### src/rtl/panda_pkg.sv
// panda_pkg: shared types for the panda execute-stage divider.
//   div_op_e    - RV32M divide/remainder operation select
//   div_state_e - divider control FSM states
// Helper functions classify an operation as signed and/or remainder-producing.
package panda_pkg;

  typedef enum logic [1:0] {
    DIV  = 2'b00,
    DIVU = 2'b01,
    REM  = 2'b10,
    REMU = 2'b11
  } div_op_e;

  typedef enum logic [1:0] {
    IDLE = 2'b00,
    CALC = 2'b01,
    DONE = 2'b10
  } div_state_e;

  function automatic logic op_is_signed(input div_op_e op);
    return (op == DIV) || (op == REM);
  endfunction

  function automatic logic op_is_rem(input div_op_e op);
    return (op == REM) || (op == REMU);
  endfunction

endpackage

### src/rtl/panda_adder.sv
// panda_adder: Width-bit adder/subtractor shared by the ALU and the divider.
//   a_i        - first operand
//   b_i        - second operand
//   subtract_i - 1: sum_o = a_i - b_i, 0: sum_o = a_i + b_i
//   sum_o      - Width-bit result (wraps modulo 2**Width)
module panda_adder #(
  parameter int Width = 33
) (
  input  logic [Width-1:0] a_i,
  input  logic [Width-1:0] b_i,
  input  logic             subtract_i,
  output logic [Width-1:0] sum_o
);

  logic [Width-1:0] b_eff;

  // Subtraction is a + ~b + 1: invert b per bit, feed the +1 as carry-in.
  genvar gi;
  generate
    for (gi = 0; gi < Width; gi++) begin : g_inv
      assign b_eff[gi] = b_i[gi] ^ subtract_i;
    end
  endgenerate

  assign sum_o = a_i + b_eff + {{(Width-1){1'b0}}, subtract_i};

endmodule

### src/rtl/panda_divider.sv
// panda_divider: iterative radix-2 restoring divider for RV32M DIV/DIVU/REM/REMU.
//   clk_i       - clock, rising edge
//   rst_ni      - asynchronous active-low reset
//   valid_i     - request valid; accepted when ready_o=1 and kill_i=0
//   ready_o     - divider idle and able to accept a request
//   op_i        - operation (div_op_e)
//   operand_a_i - dividend, sampled only on the accepting edge
//   operand_b_i - divisor, sampled only on the accepting edge
//   kill_i      - pipeline flush; aborts any operation in flight
//   valid_o     - result valid; held until ready_i
//   ready_i     - consumer accepts the result
//   result_o    - quotient or remainder (registered)
// One bit of quotient is produced per CALC cycle; divide-by-zero and signed
// overflow are resolved at accept time and skip CALC entirely.
module panda_divider import panda_pkg::*; #(
  parameter int Width = 32
) (
  input  logic             clk_i,
  input  logic             rst_ni,
  input  logic             valid_i,
  output logic             ready_o,
  input  div_op_e          op_i,
  input  logic [Width-1:0] operand_a_i,
  input  logic [Width-1:0] operand_b_i,
  input  logic             kill_i,
  output logic             valid_o,
  input  logic             ready_i,
  output logic [Width-1:0] result_o
);

  localparam int CntW = $clog2(Width);
  localparam logic [CntW-1:0]  CntLoad = CntW'(Width - 1);
  localparam logic [Width-1:0] MinVal  = {1'b1, {(Width-1){1'b0}}};

  div_state_e       state_reg, state_next;
  logic [CntW-1:0]  counter_reg;
  div_op_e          op_reg;
  logic             neg_q_reg, neg_r_reg;
  logic [Width-1:0] q_reg;
  // Remainder is kept at Width bits: a stored trial result is always below
  // |b|, so the extra MSB of the Width+1-bit partial remainder is always zero.
  logic [Width-1:0] r_reg;
  logic [Width-1:0] b_reg;
  logic [Width-1:0] result_reg;

  // ---------------- accept-time decode ----------------
  logic             accept;
  logic             a_neg, b_neg;
  logic [Width-1:0] a_abs, b_abs;
  logic             div_zero, overflow;

  assign accept   = (state_reg == IDLE) && valid_i && !kill_i;
  assign a_neg    = op_is_signed(op_i) && operand_a_i[Width-1];
  assign b_neg    = op_is_signed(op_i) && operand_b_i[Width-1];
  assign a_abs    = a_neg ? -operand_a_i : operand_a_i;
  assign b_abs    = b_neg ? -operand_b_i : operand_b_i;
  assign div_zero = (operand_b_i == '0);
  assign overflow = op_is_signed(op_i) && (operand_a_i == MinVal) &&
                    (operand_b_i == '1);

  // ---------------- one restoring step ----------------
  logic [Width:0]   shifted;
  logic [Width:0]   trial;
  logic             take;
  logic [Width-1:0] r_step, q_step;
  logic [Width-1:0] q_fix, r_fix, final_val;

  assign shifted = {r_reg, q_reg[Width-1]};

  panda_adder #(
    .Width (Width + 1)
  ) u_trial_sub (
    .a_i        (shifted),
    .b_i        ({1'b0, b_reg}),
    .subtract_i (1'b1),
    .sum_o      (trial)
  );

  // Non-negative trial means |b| fits: keep the difference, shift in a 1.
  // When it doesn't fit, shifted < |b| < 2**Width so truncation is lossless.
  assign take   = !trial[Width];
  assign r_step = take ? trial[Width-1:0] : shifted[Width-1:0];
  assign q_step = {q_reg[Width-2:0], take};

  assign q_fix     = neg_q_reg ? -q_step : q_step;
  assign r_fix     = neg_r_reg ? -r_step : r_step;
  assign final_val = op_is_rem(op_reg) ? r_fix : q_fix;

  // ---------------- control FSM ----------------
  always_ff @(posedge clk_i or negedge rst_ni) begin
    if (!rst_ni) begin
      state_reg <= IDLE;
    end else begin
      state_reg <= state_next;
    end
  end

  always_comb begin
    state_next = state_reg;
    ready_o    = 1'b0;
    valid_o    = 1'b0;
    case (state_reg)
      IDLE: begin
        ready_o = 1'b1;
        if (accept) begin
          state_next = (div_zero || overflow) ? DONE : CALC;
        end
      end
      CALC: begin
        if (kill_i) begin
          state_next = IDLE;
        end else if (counter_reg == '0) begin
          state_next = DONE;
        end
      end
      DONE: begin
        valid_o = 1'b1;
        if (kill_i || ready_i) begin
          state_next = IDLE;
        end
      end
      default: begin
        state_next = IDLE;
      end
    endcase
  end

  // ---------------- datapath ----------------
  always_ff @(posedge clk_i or negedge rst_ni) begin
    if (!rst_ni) begin
      counter_reg <= '0;
      op_reg      <= DIV;
      neg_q_reg   <= 1'b0;
      neg_r_reg   <= 1'b0;
      q_reg       <= '0;
      r_reg       <= '0;
      b_reg       <= '0;
      result_reg  <= '0;
    end else if (accept) begin
      op_reg      <= op_i;
      neg_q_reg   <= a_neg ^ b_neg;
      neg_r_reg   <= a_neg;
      q_reg       <= a_abs;
      b_reg       <= b_abs;
      r_reg       <= '0;
      counter_reg <= CntLoad;
      // Special cases use the original operands, not the magnitudes.
      if (div_zero) begin
        result_reg <= op_is_rem(op_i) ? operand_a_i : '1;
      end else if (overflow) begin
        result_reg <= op_is_rem(op_i) ? '0 : operand_a_i;
      end
    end else if ((state_reg == CALC) && !kill_i) begin
      q_reg       <= q_step;
      r_reg       <= r_step;
      counter_reg <= counter_reg - CntW'(1);
      if (counter_reg == '0) begin
        result_reg <= final_val;
      end
    end
  end

  assign result_o = result_reg;

endmodule
### config.mk
export PLATFORM = sky130hd
export DESIGN_NAME = panda_divider
export DESIGN_NICKNAME = d
export VERILOG_FILES = /design/src/rtl/panda_pkg.sv /design/src/rtl/panda_adder.sv /design/src/rtl/panda_divider.sv
export SDC_FILE = /design/constraint.sdc
export NUM_CORES = 1
export LEC_CHECK = 0
export CORE_MARGIN = 3
export CORE_UTILIZATION = 28
export DETAILED_ROUTE_END_ITERATION = 8
export PLACE_DENSITY_LB_ADDON = 0.08
export RECOVER_POWER = 50
export SYNTH_ARGS = -nofsm -noshare
export SYNTH_HDL_FRONTEND = slang
export SYNTH_SLANG_ARGS = --single-unit
### constraint.sdc
create_clock -name clk_i -period 5.05 [get_ports clk_i]
set_input_delay 1.2625 -clock clk_i [delete_from_list [all_inputs] [get_ports clk_i]]
set_output_delay 1.2625 -clock clk_i [all_outputs]
set_load 0.02 [all_outputs]
==> impl_results.md, run 1 <==
* Worst path arrival time at about 5.2 ns
* Wire length per cell at between 20 and 25 µm
* Final Total Pwr at between 10 and 15 mW
* Post-synth top area share at 0.294
* Total Routing Usage GR at 0.208
* CTS H-Tree Depth at 4
* CTS root buf: clkbuf_16
* Worst path depth at 14
* Async SR Flop Fraction at 1.00
* Slowest-stage cell, CP: or4_4
* Antenna violations before repair at 0
* Peak supply drop at around 440 µV
* Final cell utilization of the core at 0.366
* Worst Hold Class: flop to flop
* Final ANT Viol Nets at 0
* Top cells by count, synth: o21ai_0 (203), nand2_1 (200), nor2_1 (139)
* Register bit total from synthesis at about 140
* Endpoints failing hold at 0
* Syn Nets at around 1700
* Clock slew at reported path FFs at roughly 0.06 ns
* Syn avg cell area at around 7.6 µm²
* WP data required at around 5.4 ns
* Power Density at 728 nW/µm²
* Crit-path max FO at 7
* WL final at 46.1 mm
* Violated checks: max-capacitance violations, max-slew violations
* Worst setup EP type: flop
* Largest net degree at the start of global routing at 84
* Worst slew pin tran at 2.40 ns
* Hpwl dp at 36.1 mm
* WHS Path Cells at 2
* TritonCTS clock tree: done
* Vias/cell at about 5.3
* CTS Buf Count at 17
* GRT overflow at 0
* Starting Density at 0.286
* Cell leakage power at between 6 and 7 nW
* Pre-Repair DR Iteration Count at 7
* Period utilization at 0.956
* Most numerous cell in the Yosys netlist: o21ai_0
* Fin crit period at slightly below 5 ns
* Sequential area share after synthesis at 0.294
* Final setup vio count at 0
* Post-synth EDFFs at 0
* Max clock buf depth at 2
* Post-synth top area cell: dfrtp_1
* Number of global-route vias before repair at about 12000
* Via count at approximately 12000
* IO buf count at 104
* Hold-fix buffers, CTS at 0
* Top_reg_cell synth: dfrtp_1
* Die area at between 40000 and 50000 µm²
* Core area at approximately 41000 µm²
* Top cells by area, synth: dfrtp_1 (29%), o21ai_0 (8.6%), nand2_1 (6.4%), xnor2_1 (5.0%), xor2_1 (5.0%)
* Most used cell along the critical path: a21oi_1
* Crit path largest cell delay at 0.54 ns
* Clock Sink Count at between 100 and 150
* Die W at 211 µm
* Warnings, synthesis at 0
* Nets@finish at ~1900
* I/O Pins at 105
* Area growth syn-to-layout at 27.9%
* Rows at 74
* Worst-Skew Late Latency at between 0.4 and 0.5 ns
* Clock Skew at between 0.015 and 0.02 ns
* Cells after synthesis at 1543
* Layout cells sized above 1 at 0.140
* Crit Path Category: primary input to flop
* Synth cell types at 77
* Post-route DRC at 0
* Crit path buf inv count at 2
* Max frequency at slightly above 200 MHz
* Crit start category: primary input
* Mapped Area at around 12000 µm²
* First-pass GRT wire length at around 71 mm
* R2R cell count at 25
* Final Max Slew Viols at between 100 and 150
* Die Ht at around 210 µm
* Violation count after the first detailed-routing iteration at between 800 and 900
* Critical Path, Cell by Cell: clkdlybuf4s50_1 > or4_4 > or3_1 > or3_1 > or4_4 > nor4_4 > nand2_2 > o22ai_2 > a21oi_1 > or3_2 > buf_4 > a221oi_1 > a21oi_1 > a21oi_1
* Final Wtd Congestion at about 0.86
* Fillers at ~4500
* Top cell family by delay on the critical path: simple AND/OR/NAND/NOR gates
* Max-slew headroom at -0.600
* Outcome: complete, but fails checks
* MaxCap Viol Count at 3
==> worst reg2reg max path: cells and delay by family, from the launching register on <==
family          cells  cell delay, ns
flops               1            0.35
simple gates        8            1.58
fa+ha+maj           3            0.78
xor+xnor            2            0.38
compound gates      7            0.98
buf+inv             5            0.60
==> repair_timing <==
item,CTS,global route
resized for setup,1,9
endpoints found under the hold margin,0,0
buffers inserted,0,3
pin swaps,0,6
gates cloned,0,0
endpoints found under the setup margin,2,9
==> layer usage <==
| metal | track usage | part of all wire | wire, µm | up-vias |
|---|---|---|---|---|
| met1 | 0.296 | 0.49 | 22400 | 5854 |
| met5 | 0 | 0 | 0 | - |
| met4 | 0.0603 | 0.021 | 960 | 0 |
| li1 | - | - | - | 5959 |
| met2 | 0.329 | 0.46 | 21000 | 253 |
| met3 | 0.0310 | 0.038 | 1740 | 41 |
==> through the flow <==
| stage | setup TNS, ns | area [µm²] | hold slack [ns] | worst slack, ns | std cells |
|---|---|---|---|---|---|
| floorplan | 0 | 11800 | 0.450 | 0.108 | 1543 |
| global placement | -1.48 | 14400 | 0.465 | -0.177 | 2249 |
| detailed placement | -2.78 | 14400 | 0.466 | -0.242 | 2249 |
| CTS | 0 | 15000 | 0.483 | 0.0554 | 2281 |
| global route | -0.00417 | 15000 | 0.502 | -0.00417 | 2284 |
| finish | 0 | 15000 | 0.470 | 0.220 | 2286 |
==> path summary, 6_finish.rpt <==
check,from,to,slack [ns]
max,operand_a_i[8],result_o[31],0.22
min,result_o[27],result_o[27],0.47
max reg2reg,q_reg[31],result_o[20],0.32
min reg2reg,result_o[27],result_o[27],0.47
max in group asynchronous,rst_ni,neg_r_reg,0.95
min in group asynchronous,rst_ni,b_reg[25],1.52
==> placed cells by master, fill, tap and decap left out, types with 34 or more instances in the layout <==
master,netlist,layout
o21ai_0,203,200
nand2_1,200,199
buf_4,0,161
dfrtp_1,138,138
nor2_1,139,136
a21oi_1,111,107
clkdlybuf4s50_1,0,87
xnor2_1,67,67
xor2_1,67,67
inv_1,54,53
nor3_1,42,40
ha_1,39,38
mux2i_1,36,36
a22oi_1,34,34
==> cell families (layout without fill, tap and decap cells) <==
group / count (synthesis) / in the layout / synth area share
adders and majority gates: 40 / 40 / 0.0432
and+or+nand+nor: 541 / 541 / 0.218
xor gates and xnor gates: 135 / 135 / 0.101
buffers and inverters: 145 / 354 / 0.0483
muxes: 39 / 39 / 0.0335
AOI/OAI and AO/OA: 505 / 505 / 0.262
DFF: 138 / 138 / 0.294
other: 0 / 2 / 0
==> report_power, final <==
group | internal (mW) | switching (mW)
logic | 3.22 | 4.54
clock network | 0.644 | 0.564
registers | 1.52 | 0.446
==> final cells by class <==
class / count / area, µm² / share of cell area
multi-input combinational: 1260 / 7890 / 0.525
sequential: 138 / 3450 / 0.230
timing repair buffer: 268 / 2270 / 0.151
tap: 532 / 666 / 0.0443
clock buffer: 20 / 447 / 0.0297
inverter: 54 / 203 / 0.0135
clock inverter: 12 / 92.6 / 0.00616
antenna: 2 / 5.00 / 0.000333
No activity file was read; power rests on OpenSTA's default activity.
==> inputs of run 2 (changes only) <==
Clock period 5.05 ns to 5.7 ns, I/O delays scaled along.
==> impl_results.md, run 2 (synthesized netlist as in run 1, its figures left out) <==
* Clock Skew at 0.0157 ns (-0.00145 ns)
* Area growth syn-to-layout at 21.3%
* Endpoints failing hold at 0 (unchanged)
* Crit start category: flop
* Final cell utilization of the core at 0.347 (-0.0188)
* Cell leakage power at 5.71 nW (-7.5%)
* Vias/cell at 5.40 (+2.0%)
* Antenna violations before repair at 2 (+2)
* Worst-Skew Late Latency at 0.46 ns (about the same)
* Fin crit period at around 5.3 ns
* Sw Share at 0.520 (+0.0122)
* R2R cell count at 23 (-8.0%)
* Sequential Power Share at 0.192 (+0.012)
* Most common cell after layout, fill and taps aside: o21ai_0
* Final Wtd Congestion at 0.863 (+0.64%)
* Reg-to-reg setup timing slack at 0.42 ns (+0.10 ns)
* IO buf count at 104 (unchanged)
* Die W at 211 µm (unchanged)
* First-pass GRT wire length at 71.4 mm (+0.43%)
* Most frequent cells in the layout: o21ai_0 (203), nand2_1 (199), dfrtp_1 (138), nor2_1 (136), a21oi_1 (111)
* TritonCTS clock tree: done
* CTS Buf Count at 17 (unchanged)
* WHS Endpoint: result_o[7]
* Critical Path, Cell by Cell: inv_1 > ha_1 > fa_1 > nand2b_1 > a21oi_1 > o2111ai_1 > nand3_1 > a31oi_2 > xnor2_4 > inv_1 > nor2_1 > a21oi_1 > ha_1 > nand2_1 > or4b_2 > nor4_4 > nand4_1 > and2_1 > a211oi_1 > buf_4 > mux2i_1 > o221ai_1 > a22o_1
* CTS root buf: clkbuf_16
* RR Startpoint: q_reg[31]
* Max-slew headroom at -1.87 (-1.27)
* Final Max Slew Viols at 66 (-54%)
* Violation count after the first detailed-routing iteration at 697 (-14%)
* Layout cells sized above 1 at 0.0793 (-0.0605)
* WP data required at 6.04 ns (+0.61 ns)
* Setup TNS at 0 ns (unchanged)
* Final setup vio count at 0 (unchanged)
* Slowest-stage cell, CP: or4b_2
* Peak supply drop at 343 µV (-22%)
* MaxCap Viol Count at 1 (-2)
* Worst Hold Class: flop to flop
* Internal Pwr Total at 4.40 mW (-18%)
* I/O Pins at 105 (unchanged)
* Die Ht at 211 µm (unchanged)
* Final worst slack at 0.417 ns (+0.197 ns)
* Number of global-route vias before repair at 11500 (-3.7%)
* Clock Sink Count at 138 (unchanged)
* CTS H-Tree Depth at 4 (unchanged)
* Outcome: complete, but fails checks
* Starting Density at 0.286 (unchanged)
* Placement Setup Slack at -0.0314 ns (+0.210 ns)
* Crit Path Category: flop to flop
* Reg2Reg Capture Point: result_o[26]
* Post-route DRC at 0 (unchanged)
* Clock slew at reported path FFs at 0.07 ns (about the same)
* Max frequency at between 150 and 200 MHz
* Largest net degree at the start of global routing at 66 (-21%)
* Worst setup EP type: flop
* Crit path largest cell delay at 0.73 ns (+0.19 ns)
* Hpwl dp at 35.5 mm (-1.8%)
* Final ANT Viol Nets at 0 (unchanged)
* Nets@finish at 1754 (-5.2%)
* Core area at 41100 µm² (unchanged)
* Final Total Pwr at 9.15 mW (-16%)
* Clk pwr share at 0.129 (+0.019)
* Comb pwr share at 0.679 (-0.031)
* Worst path arrival time at 5.63 ns (+0.42 ns)
* Power Density at 642 nW/µm² (-12%)
* Fillers at 4457 (-0.45%)
* GRT overflow at 0 (unchanged)
* Placed Area at 13700 µm² (-5.4%)
* Fin area at 14300 µm² (-5.1%)
* WHS Path Cells at 2 (unchanged)
* Period utilization at 0.927
* Critical hold path startpoint: result_o[7]
* Via count at 11800 (-2.6%)
* Total Routing Usage GR at 0.208 (about the same)
* Worst slew pin tran at 4.31 ns (+1.91 ns)
* WL final at 46.4 mm (+0.52%)
* Switching power at 4.76 mW (-14%)
* Wire length per cell at 21.2 µm (+5.2%)
* Violated checks: max-capacitance violations, max-slew violations
* Pre-Repair DR Iteration Count at 5 (-2)
* Die area at 44500 µm² (unchanged)
* Crit-path max FO at 5 (-2)
* Max clock buf depth at 2 (unchanged)
* Rows at 74 (unchanged)
==> run 2: power by group through the flow <==
| stage | Combinational, mW | Clock [mW] | Sequential [mW] |
|---|---|---|---|
| after floorplan | 4.00 | 0 | 1.76 |
| after global placement | 6.17 | 0 | 1.78 |
| after detailed placement | 6.16 | 0 | 1.78 |
| after CTS | 6.19 | 1.20 | 1.76 |
| after global routing | 6.86 | 1.23 | 1.81 |
| final | 6.22 | 1.18 | 1.76 |
==> run 2: worst max-delay path by stage <==
| stage | endpoint | slack [ns] | depth (start not counted) | from |
|---|---|---|---|---|
| CTS | result_o[26] | 0.13 | 20 | r_reg[18] |
| detailed placement | result_o[31] | -0.03 | 13 | operand_a_i[9] |
| floorplan | result_o[26] | 0.17 | 24 | r_reg[16] |
| global route | result_o[26] | -0.02 | 21 | r_reg[18] |
| finish | result_o[26] | 0.42 | 23 | q_reg[31] |
| global placement | result_o[31] | 0.01 | 13 | operand_a_i[9] |
==> run 2: layout make-up <==
type,instances,area [µm²],area share
Tap cell,532,666,0.0467
Antenna cell,1,2.50,0.000176
Multi-Input combinational cell,1260,7800,0.548
Sequential cell,138,3450,0.242
Clock inverter,8,123,0.00860
Clock buffer,20,457,0.0320
Inverter,54,203,0.0142
Timing Repair Buffer,172,1550,0.108
==> run 2: routing by layer <==
metal | share of wire | track usage
met1 | 0.49 | 0.300
met3 | 0.039 | 0.0269
met4 | 0.011 | 0.0418
met5 | 0 | 0
met2 | 0.46 | 0.336
==> run 2: critical path, delay by kind of cell (launching register included) <==
kind,cells,cell delay (ns)
AO/OA/AOI/OAI,7,1.37
XOR/XNOR,1,0.18
adder cells (fa/ha/maj),3,0.82
buffers and inverters,3,0.39
flip-flops,1,0.35
multiplexers,1,0.19
AND/OR/NAND/NOR,8,1.85
==> run 2: per-stage QoR <==
stage	cells	hold WS, ns
2_1_floorplan	1543	0.450
3_3_place_gp	2156	0.465
3_5_place_dp	2156	0.472
4_1_cts	2184	0.485
5_1_grt	2184	0.496
6_report	2185	0.471
==> run 2: timing repair <==
action,in CTS,in global routing
buffers inserted,0,0
endpoints found under the setup margin,0,8
resized for setup,0,5
hold buffers,0,0
